$ cat src/rtl/piso_serializer.sv
// Parallel-in/serial-out serializer: one WIDTH-bit word per valid/ready handshake,
// shifted out MSB-first with an optional forced idle gap between words.
module piso_serializer #(
    parameter int WIDTH = 4,
    parameter int GAP   = 0
) (
    input  logic             clk,
    input  logic             rst,
    input  logic [WIDTH-1:0] din,
    input  logic             din_valid,
    output logic             din_ready,
    output logic             sout,
    output logic             sout_valid,
    output logic             sout_last,
    output logic             busy
);

    localparam int              CW       = $clog2(WIDTH);
    localparam logic [CW-1:0]   LAST_IDX = CW'(WIDTH - 1);
    localparam logic [3:0]      GAP_LOAD = 4'(GAP);

    typedef enum logic [1:0] {
        S_IDLE,
        S_SHIFT,
        S_GAP
    } state_e;

    state_e           state_q, state_d;
    logic [WIDTH-1:0] shreg_q, shreg_d;
    logic [CW-1:0]    bitcnt_q, bitcnt_d;
    logic [3:0]       gapcnt_q, gapcnt_d;
    logic             sout_valid_q, sout_valid_d;
    logic             sout_last_q, sout_last_d;

    logic last_bit;
    logic handshake;

    assign last_bit  = (state_q == S_SHIFT) && (bitcnt_q == '0);
    // Ready is gated by reset so upstream never sees a handshake while held in reset.
    assign din_ready = rst && ((state_q == S_IDLE) || (last_bit && (GAP == 0)));
    assign handshake = din_valid && din_ready;

    always_comb begin
        // NOTE: every next-state signal gets a default first so no path infers a latch.
        state_d  = state_q;
        shreg_d  = shreg_q;
        bitcnt_d = bitcnt_q;
        gapcnt_d = gapcnt_q;

        case (state_q)
            S_IDLE: begin
                if (handshake) begin
                    state_d  = S_SHIFT;
                    shreg_d  = din;
                    bitcnt_d = LAST_IDX;
                end
            end
            S_SHIFT: begin
                // Zero fill leaves the register clear once a word has fully drained.
                shreg_d = shreg_q << 1;
                if (bitcnt_q != '0) begin
                    bitcnt_d = bitcnt_q - CW'(1);
                end else if (GAP > 0) begin
                    state_d  = S_GAP;
                    gapcnt_d = GAP_LOAD;
                end else if (handshake) begin
                    shreg_d  = din;
                    bitcnt_d = LAST_IDX;
                end else begin
                    state_d = S_IDLE;
                end
            end
            S_GAP: begin
                gapcnt_d = gapcnt_q - 4'd1;
                if (gapcnt_q <= 4'd1) begin
                    state_d  = S_IDLE;
                    gapcnt_d = 4'd0;
                end
            end
            default: begin
                state_d = S_IDLE;
            end
        endcase

        sout_valid_d = (state_d == S_SHIFT);
        sout_last_d  = sout_valid_d && (bitcnt_d == '0);
    end

    always_ff @(posedge clk or negedge rst) begin
        if (!rst) begin
            state_q      <= S_IDLE;
            shreg_q      <= '0;
            bitcnt_q     <= '0;
            gapcnt_q     <= '0;
            sout_valid_q <= 1'b0;
            sout_last_q  <= 1'b0;
        end else begin
            // NOTE: sequential state uses non-blocking assignment so all flops update together.
            state_q      <= state_d;
            shreg_q      <= shreg_d;
            bitcnt_q     <= bitcnt_d;
            gapcnt_q     <= gapcnt_d;
            sout_valid_q <= sout_valid_d;
            sout_last_q  <= sout_last_d;
        end
    end

    assign sout       = shreg_q[WIDTH-1];
    assign sout_valid = sout_valid_q;
    assign sout_last  = sout_last_q;
    assign busy       = (state_q != S_IDLE);

endmodule

$ cat config.mk
export PLATFORM = sky130hd
export DESIGN_NAME = piso_serializer
export DESIGN_NICKNAME = d
export VERILOG_FILES = /design/src/rtl/piso_serializer.sv
export SDC_FILE = /design/constraint.sdc
export NUM_CORES = 1
export LEC_CHECK = 0
export ABC_AREA = 1
export BUFFER_PORTS_ARGS = -buffer_cell sky130_fd_sc_hd__buf_4
export CAP_MARGIN = 30
export CORE_AREA = 8 8 45 47
export DETAILED_ROUTE_END_ITERATION = 7
export DIE_AREA = 0 0 53 55
export PLACE_DENSITY = 0.87
export SLEW_MARGIN = 10
export SYNTH_ARGS = -nofsm -noshare
export SYNTH_HDL_FRONTEND = slang
export SYNTH_SLANG_ARGS = --single-unit
$ cat constraint.sdc
create_clock -name clk -period 1.95 [get_ports clk]
set_input_delay 0.585 -clock clk [delete_from_list [all_inputs] [get_ports clk]]
set_output_delay 0.585 -clock clk [all_outputs]
set_load 0.02 [all_outputs]
==> results of run 1 <==
## flip-flops by register name, summed over array words and instances (netlist names)
signal and count:
bitcnt_q 2, gapcnt_q 4, shreg_q 4, sout_last 1, sout_valid 1, state_q 2
## kinds of logic (layout without fill, tap and decap cells)
group / Yosys count / after routing / synth area share, %
AO/OA/AOI/OAI: 12 / 12 / 9.28
XOR/XNOR: 1 / 1 / 1.23
adder cells (fa/ha/maj): 2 / 2 / 3.50
buffers and inverters: 19 / 34 / 9.98
flip-flops: 14 / 14 / 49.0
AND/OR/NAND/NOR: 35 / 35 / 27.0
## per-layer routing
layer  GRT usage (%)  wire length (um)
met2            19.1               682
met3            5.35                76
met5               0                 0
met4            6.47                13
met1            9.43               524
## metrics by stage
step                      power, mW  setup slack, ns  utilization, %
after detailed placement      0.913            0.241            59.6
after global routing           1.16           0.0790            61.2
after floorplan               0.766            0.374               -
after global placement        0.900            0.247            59.6
after CTS                      1.08            0.165            61.2
final                          1.06            0.171            61.2
## cells in the final DEF (no fill, tap or decap), drive strengths merged
cell type  synthesis  final
xor2               1      1
nand2             19     19
ha                 2      2
o21ai              9      9
nand3             10     10
inv               19     19
nand4              1      1
o211ai             1      1
dfrtp             14     14
nor2               4      4
nor3               1      1
clkbuf             0      3
o21a               1      1
buf                0     12
o22ai              1      1
## worst max-delay path by stage
stage / slack (ns) / depth (start not counted) / endpoint
after global routing: 0.08 / 3 / din_ready
after CTS: 0.17 / 3 / din_ready
final: 0.17 / 3 / din_ready
after global placement: 0.25 / 5 / din_ready
after floorplan: 0.37 / 3 / din_ready
after detailed placement: 0.24 / 5 / din_ready
## power by group
group          internal, mW  switching (mW)  total, mW
Sequential            0.377          0.0548      0.432
Clock                0.0716          0.0904      0.162
Combinational         0.178           0.293      0.471
Total                 0.626           0.438       1.06
## final cells by class
cell class	count	area [sq um]
multi-input cells	50	293
inverters	19	71.3
flip-flops and latches	14	350
repair buffers	12	90.1
well taps	16	20.0
fillers	126	537
clock buffers	3	22.5
## worst reg2reg max path: cells and delay by family, from the launching register on
| family | cells | cell delay, ns |
|---|---|---|
| AO/OA/AOI/OAI | 2 | 0.28 |
| adder cells (fa/ha/maj) | 1 | 0.23 |
| buffers and inverters | 2 | 0.15 |
| flip-flops | 1 | 0.35 |
| AND/OR/NAND/NOR | 2 | 0.16 |
==> flow_summary.json, run 1 <==
{
  "ioPinCount": 12,
  "crit_required_ns": 1.36,
  "postCtsSetupRepairBufs": 0,
  "r2r_start": "gapcnt_q[0]",
  "nets": 109,
  "worstPathArrival_ns": 1.19,
  "grt.overflow.total": 0,
  "critPathMaxFanout": 4,
  "ir_drop_uv": 495,
  "clockBufferDepth": 2,
  "synthTopCellsByCount": "nand2_1, dfrtp_1, inv_1",
  "reg2reg_slack_ns": 0.69,
  "first_pass_iters": 4,
  "syn-instance-count": 83,
  "area_growth_pct": 18.6,
  "synthDistinctLibCells": 21,
  "hold_viol": 0,
  "crit_start": "bitcnt_q[1]",
  "slew-limit-headroom_pct": 84.1,
  "cp_top_family": "flip-flops",
  "core_region_area_sq_um": 1380,
  "cts_root_buf": "clkbuf_4",
  "stdcell_count": 114,
  "critPathLaunchType": "register",
  "reg2regPathDepth": 7,
  "status": "complete, no violations",
  "hold_slack_ns": 0.237,
  "post_cts_resized": 0,
  "grt_pass1_vias": 556,
  "drive_gt1_share_pct": 27.6,
  "leakage_nw": 0.453,
  "slew_viol_final": 0,
  "ys_warn_count": 0,
  "max_stage_delay_ns": 0.41,
  "antenna_found_initial": 0,
  "path_buf_inv": 1,
  "via_count": 593,
  "max_freq_mhz": 562,
  "synth_nets": 92,
  "drc_errors": 0,
  "synth_edf_count": 0,
  "start_util_pct": 51.6,
  "path_cells": "nor2_1 > o21a_1 > buf_4",
  "cts_tree": "built",
  "power_density_nw_per_um2": 1260,
  "yosysMostFrequentCell": "nand2_1",
  "portBuffers": 11,
  "finalCriticalPeriod_ns": 1.78,
  "grt_pass1_wl_mm": 2.25,
  "fin_setup_tns_ns": 0,
  "synth-async-reset-ratio_pct": 100,
  "die_w_um": 53,
  "drtAntennaViolNets": 0,
  "placedCellCount": 111,
  "avgRoutedWirePerCell_um": 11.4,
  "ys_ff_latch": 14,
  "grt_max_degree": 15,
  "ys_top_cells_by_area": "dfrtp_1, nand2_1, inv_1, nand3_1, o21ai_0",
  "dieHeight_um": 55,
  "synth_top_area_cell": "dfrtp_1",
  "hp-class": "primary input to asynchronous set/reset pin",
  "rsz0062_at_grt": "no",
  "synth_flop_cell": "dfrtp_1",
  "cts_buffers": 3,
  "cp_slowest_cell": "dfrtp_1",
  "period_share_pct": 91.2,
  "drt-total-wl_mm": 1.30,
  "vias_per_cell": 5.20,
  "htreeDepth": 1,
  "tightestPinTransition_ns": 0.238,
  "dp_hpwl_mm": 1.01,
  "rows": 14,
  "place_area_sq_um": 825,
  "cts_sinks": 14,
  "grt_usage_pct": 10.7,
  "finClkSkew_ns": 0.00209,
  "drv_cap": 0,
  "ys_seq_area_share_pct": 49.0,
  "diodes": 0,
  "synth_top_area_share_pct": 49.0,
  "synth.avg_cell_area_sq_um": 8.61,
  "cts.clk_slew.worst_paths_ns": 0.08,
  "end_kind": "output pin",
  "die_area_sq_um": 2920,
  "routabilityCongestion": 0.715,
  "hold_buffers": 0,
  "crit_type": "register to output pin",
  "r2r_end": "gapcnt_q[0]",
  "drt_iter0_drc": 11,
  "setup_viol": 0,
  "synth_area_sq_um": 714,
  "worstSkewPairLatency_ns": 0.28,
  "final_area_sq_um": 847
}
(Power assumes the default switching activity.)
==> run 2: changes to the inputs <==
--- a/config.mk
+++ b/config.mk
@@ -8,10 +8,10 @@
 export ABC_AREA = 1
 export BUFFER_PORTS_ARGS = -buffer_cell sky130_fd_sc_hd__buf_4
 export CAP_MARGIN = 30
-export CORE_AREA = 8 8 45 47
+export CORE_MARGIN = 8
+export CORE_UTILIZATION = 47
 export DETAILED_ROUTE_END_ITERATION = 7
-export DIE_AREA = 0 0 53 55
-export PLACE_DENSITY = 0.87
+export PLACE_DENSITY = 0.81
 export SLEW_MARGIN = 10
 export SYNTH_ARGS = -nofsm -noshare
 export SYNTH_HDL_FRONTEND = slang
==> constraint.sdc (replaced) <==
create_clock -name clk -period 1.6 [get_ports clk]
set_input_delay 0.48 -clock clk [delete_from_list [all_inputs] [get_ports clk]]
set_output_delay 0.48 -clock clk [all_outputs]
set_load 0.02 [all_outputs]
==> run 2 against run 1 <==
Net effect: combinational power grew 44%; total power up 36%; sequential share of layout area fell by 3.9 points; final area increased by 11%; die area grew 3.7%; utilization increased by 2.6 points; sequential power is 22% higher; clock skew grew 0.00064 ns.
==> flow_summary.json, run 2 (same netlist as run 1, synthesis figures left out) <==
{
  "drt-total-wl_mm": 1.39,
  "first_pass_iters": 4,
  "cts_buffers": 3,
  "diodes": 0,
  "portBuffers": 11,
  "max_freq_mhz": 628,
  "dpl_worst_slack_ns": 0.155,
  "die_area_sq_um": 3020,
  "cp_top_family": "flip-flops",
  "core_region_area_sq_um": 1470,
  "ir_drop_uv": 1080,
  "grt_pass1_wl_mm": 2.40,
  "routabilityCongestion": 0.717,
  "setup_viol": 0,
  "reg2regPathDepth": 8,
  "cts_sinks": 14,
  "path_buf_inv": 1,
  "cts.clk_slew.worst_paths_ns": 0.08,
  "grt_pass1_vias": 575,
  "hp-class": "primary input to asynchronous set/reset pin",
  "drc_errors": 0,
  "status": "complete, no violations",
  "grt_usage_pct": 10.9,
  "reg2reg_slack_ns": 0.13,
  "r2r_end": "shreg_q[1]",
  "drtAntennaViolNets": 0,
  "fin_util_pct": 63.8,
  "vias_per_cell": 4.85,
  "worstPathArrival_ns": 1.11,
  "rows": 14,
  "ioPinCount": 12,
  "cts_tree": "built",
  "cts_root_buf": "clkbuf_4",
  "fin_ws_ns": 0.00823,
  "nets": 117,
  "power_density_nw_per_um2": 1550,
  "mostFrequentLayoutCells": "buf_4, nand2_1, inv_1",
  "path_cells": "nor2_4 > o21a_1 > buf_6",
  "start_util_pct": 48.6,
  "worstSkewPairLatency_ns": 0.28,
  "clockBufferDepth": 2,
  "finClkSkew_ns": 0.00274,
  "die_w_um": 55.0,
  "leakage_nw": 0.500,
  "area_growth_pct": 31.3,
  "wl_met2_um": 633,
  "via_count": 597,
  "drt_iter0_drc": 7,
  "rsz0062_at_grt": "yes",
  "tightestPinTransition_ns": 0.224,
  "period_share_pct": 99.5,
  "reg_top3": "gapcnt_q x4, shreg_q x4",
  "antenna_found_initial": 0,
  "grt_max_degree": 15,
  "hold_viol": 0,
  "grt.overflow.total": 0,
  "wl_met3_um": 120,
  "avgRoutedWirePerCell_um": 11.3,
  "crit_required_ns": 1.12,
  "hold_buffers": 0,
  "max_stage_delay_ns": 0.42,
  "dieHeight_um": 55.0,
  "drv_cap": 0,
  "wl_met1_um": 632,
  "crit_type": "register to output pin",
  "critPathMaxFanout": 4,
  "htreeDepth": 1,
  "slew_viol_final": 0,
  "r2r_start": "bitcnt_q[1]",
  "final_common_cell": "buf_4",
  "slew-limit-headroom_pct": 84.9,
  "top_layer": "met4",
  "end_kind": "output pin",
  "cp_slowest_cell": "dfrtp_1",
  "finalCriticalPeriod_ns": 1.59,
  "drive_gt1_share_pct": 35.5,
  "dp_hpwl_um": 940,
  "critPathLaunchType": "register"
}
-- run 2: final cells by class --
| cell class | count | area [sq um] |
|---|---|---|
| fill | 121 | 533 |
| sequential | 14 | 352 |
| timing repair buffer | 20 | 154 |
| tap | 16 | 20.0 |
| clock buffer | 4 | 36.3 |
| multi-input combinational | 50 | 305 |
| inverter | 19 | 71.3 |
-- run 2: worst max-delay path by stage --
| stage | from | to | slack (ns) | cells past startpoint |
|---|---|---|---|---|
| 2_1_floorplan | rst | din_ready | 0.23 | 3 |
| 3_3_place_gp | rst | din_ready | 0.18 | 5 |
| 3_5_place_dp | rst | din_ready | 0.15 | 5 |
| 4_1_cts | state_q[1] | din_ready | -0.008 | 3 |
| 5_1_grt | bitcnt_q[1] | din_ready | -0.05 | 3 |
| 6_report | bitcnt_q[1] | din_ready | 0.008 | 3 |
-- run 2: where the power goes --
part           total, mW  internal (mW)  switching (mW)
Combinational      0.676          0.282           0.394
Sequential         0.526          0.460          0.0666
Clock              0.250          0.138           0.112
-- run 2: timing repair --
action                                  CTS  global route
pin swaps                                 1             0
endpoints found under the setup margin    1             5
buffers inserted                          5             2
gates resized for setup                   3             2
-- run 2: metal layers --
layer	vias up	GRT usage [%]
li1	308	-
met1	275	12.8
met2	12	16.8
met3	2	6.15
met4	0	3.20
met5	-	0
-- run 2: per-stage QoR --
| step | instances | TNS, ns | power, mW | hold slack (ns) | area, sq um |
|---|---|---|---|---|---|
| global route | 123 | -0.0486 | 1.57 | 0.121 | 938 |
| CTS | 121 | -0.00766 | 1.44 | 0.124 | 917 |
| finish | 123 | 0 | 1.45 | 0.125 | 938 |
| floorplan | 83 | 0 | 0.934 | 0.184 | 714 |
| detailed placement | 112 | 0 | 1.11 | 0.432 | 832 |
| global placement | 112 | 0 | 1.10 | 0.431 | 832 |
==> run 3: changes to the inputs <==
--- a/config.mk
+++ b/config.mk
@@ -9,9 +9,9 @@
 export BUFFER_PORTS_ARGS = -buffer_cell sky130_fd_sc_hd__buf_4
 export CAP_MARGIN = 30
 export CORE_MARGIN = 8
-export CORE_UTILIZATION = 47
+export CORE_UTILIZATION = 52
 export DETAILED_ROUTE_END_ITERATION = 7
-export PLACE_DENSITY = 0.81
+export PLACE_DENSITY = 0.85
 export SLEW_MARGIN = 10
 export SYNTH_ARGS = -nofsm -noshare
 export SYNTH_HDL_FRONTEND = slang
==> constraint.sdc (replaced) <==
create_clock -name clk -period 1.5 [get_ports clk]
set_input_delay 0.45 -clock clk [delete_from_list [all_inputs] [get_ports clk]]
set_output_delay 0.45 -clock clk [all_outputs]
set_load 0.02 [all_outputs]
==> run 3 against run 2 <==
Net effect: the run now ends with setup timing left; largest power group unchanged; worst setup slack got worse by 0.053 ns; non-clock buffer count is 1 lower; routed wire length increased by 4.7%.
==> flow_summary.json, run 3 (same netlist as run 1, synthesis figures left out) <==
{
  "status": "complete, but fails checks",
  "failed_checks": "setup timing",
  "antenna_found_initial": 0,
  "drv_cap": 0,
  "grt_pass1_vias": 569,
  "setup_viol": 1,
  "finClkSkew_ns": 0.00202,
  "rsz0062_at_grt": "yes",
  "drive_gt1_share_pct": 34.9,
  "max_freq_mhz": 648,
  "portBuffers": 11,
  "diodes": 0,
  "cts_buffers": 3,
  "r2r_start": "state_q[1]",
  "fin_ws_ns": -0.0444,
  "power_density_nw_per_um2": 1670,
  "grt_max_degree": 15,
  "reg2regPathDepth": 9,
  "hp-class": "primary input to asynchronous set/reset pin",
  "cts_root_buf": "clkbuf_4",
  "die_area_sq_um": 2820,
  "dieHeight_um": 53.1,
  "crit_path_end": "din_ready",
  "drt-total-wl_mm": 1.46,
  "die_w_um": 53.1,
  "clockBufferDepth": 2,
  "rows": 13,
  "worstSkewPairLatency_ns": 0.28,
  "period_share_pct": 103,
  "grt.overflow.total": 0,
  "reg_top3": "gapcnt_q x4, shreg_q x4",
  "grt_usage_pct": 11.9,
  "hold_viol": 0,
  "hold_buffers": 0,
  "start_util_pct": 55.6,
  "via_count": 605,
  "critPathLaunchType": "register",
  "critPathMaxFanout": 3,
  "ioPinCount": 12,
  "slew-limit-headroom_pct": 85.8,
  "tightestPinTransition_ns": 0.212,
  "crit_start": "state_q[1]",
  "avgRoutedWirePerCell_um": 12.1,
  "mostFrequentLayoutCells": "buf_4, nand2_1, inv_1",
  "cts_sinks": 14,
  "vias_per_cell": 5.00,
  "slew_viol_final": 0,
  "drt_iter0_drc": 19,
  "htreeDepth": 1,
  "grt_pass1_wl_mm": 2.48,
  "nets": 116,
  "drc_errors": 0,
  "hold_slack_ns": 0.0916,
  "ir_drop_uv": 807,
  "leakage_nw": 0.494,
  "area_growth_pct": 29.4,
  "worstPathArrival_ns": 1.09,
  "end_kind": "output pin",
  "fin_setup_tns_ns": -0.0444,
  "finalCriticalPeriod_ns": 1.54,
  "routabilityCongestion": 0.763,
  "core_region_area_sq_um": 1280,
  "dpl_worst_slack_ns": 0.141,
  "dp_hpwl_mm": 1.02,
  "cts_tree": "built",
  "crit_type": "register to output pin",
  "cts.clk_slew.worst_paths_ns": 0.08,
  "reg2reg_slack_ns": 0.10,
  "drtAntennaViolNets": 0,
  "first_pass_iters": 4,
  "crit_required_ns": 1.05,
  "r2r_end": "shreg_q[2]",
  "final_common_cell": "buf_4"
}
[run 3: changes by cell type in the layout (fill, tap and decap cells not counted)]
cell    change
buf_4       -1
nor2_2      +1
nor2_4      -1
[run 3: worst min path at each step]
| stage | to | start | depth (start not counted) |
|---|---|---|---|
| finish | gapcnt_q[2] | rst | 2 |
| global placement | gapcnt_q[2] | rst | 2 |
| CTS | gapcnt_q[2] | rst | 2 |
| global route | shreg_q[1] | rst | 2 |
| floorplan | bitcnt_q[0] | rst | 0 |
| detailed placement | sout_last | rst | 2 |
[run 3: layout make-up]
type / instances / area [sq um]
Tap cell: 15 / 18.8
Inverter: 19 / 71.3
Clock buffer: 4 / 36.3
Sequential cell: 14 / 352
Timing Repair Buffer: 19 / 146
Multi-Input combinational cell: 50 / 300
Fill cell: 98 / 360
[run 3: what timing repair did]
action | 4_1_cts | 5_1_grt
gates resized for setup | 2 | 2
setup endpoints to repair | 1 | 4
pin swaps | 2 | 0
buffers inserted | 4 | 2
[run 3: where the power goes]
group | internal, mW | switching [mW] | total, mW | leakage (nW)
Sequential | 0.490 | 0.0676 | 0.558 | 0.179
Clock | 0.148 | 0.124 | 0.272 | 0.0210
Combinational | 0.293 | 0.420 | 0.713 | 0.294
Total | 0.931 | 0.611 | 1.54 | 0.494
[run 3: routing by layer]
| metal | vias to the layer above | part of all wire, % | global-route usage, % |
|---|---|---|---|
| met1 | 265 | 43 | 14.0 |
| met3 | 6 | 7.1 | 3.64 |
| met4 | 0 | 3.2 | 7.56 |
| met5 | - | 0 | 0 |
| li1 | 312 | - | - |
| met2 | 22 | 47 | 18.4 |
[run 3: metrics by stage]
stage	cell area [sq um]	cells	power (mW)	util (%)
floorplan	714	83	0.996	-
global placement	831	111	1.17	64.7
detailed placement	831	111	1.19	64.7
CTS	903	119	1.52	70.3
global route	925	121	1.66	72.0
finish	925	121	1.54	72.0
[run 3: critical path, stage by stage, from the launching register on]
cell	delay (ns)
dfrtp_2	0.46
nor2_4	0.11
o21a_1	0.14
buf_6	0.11
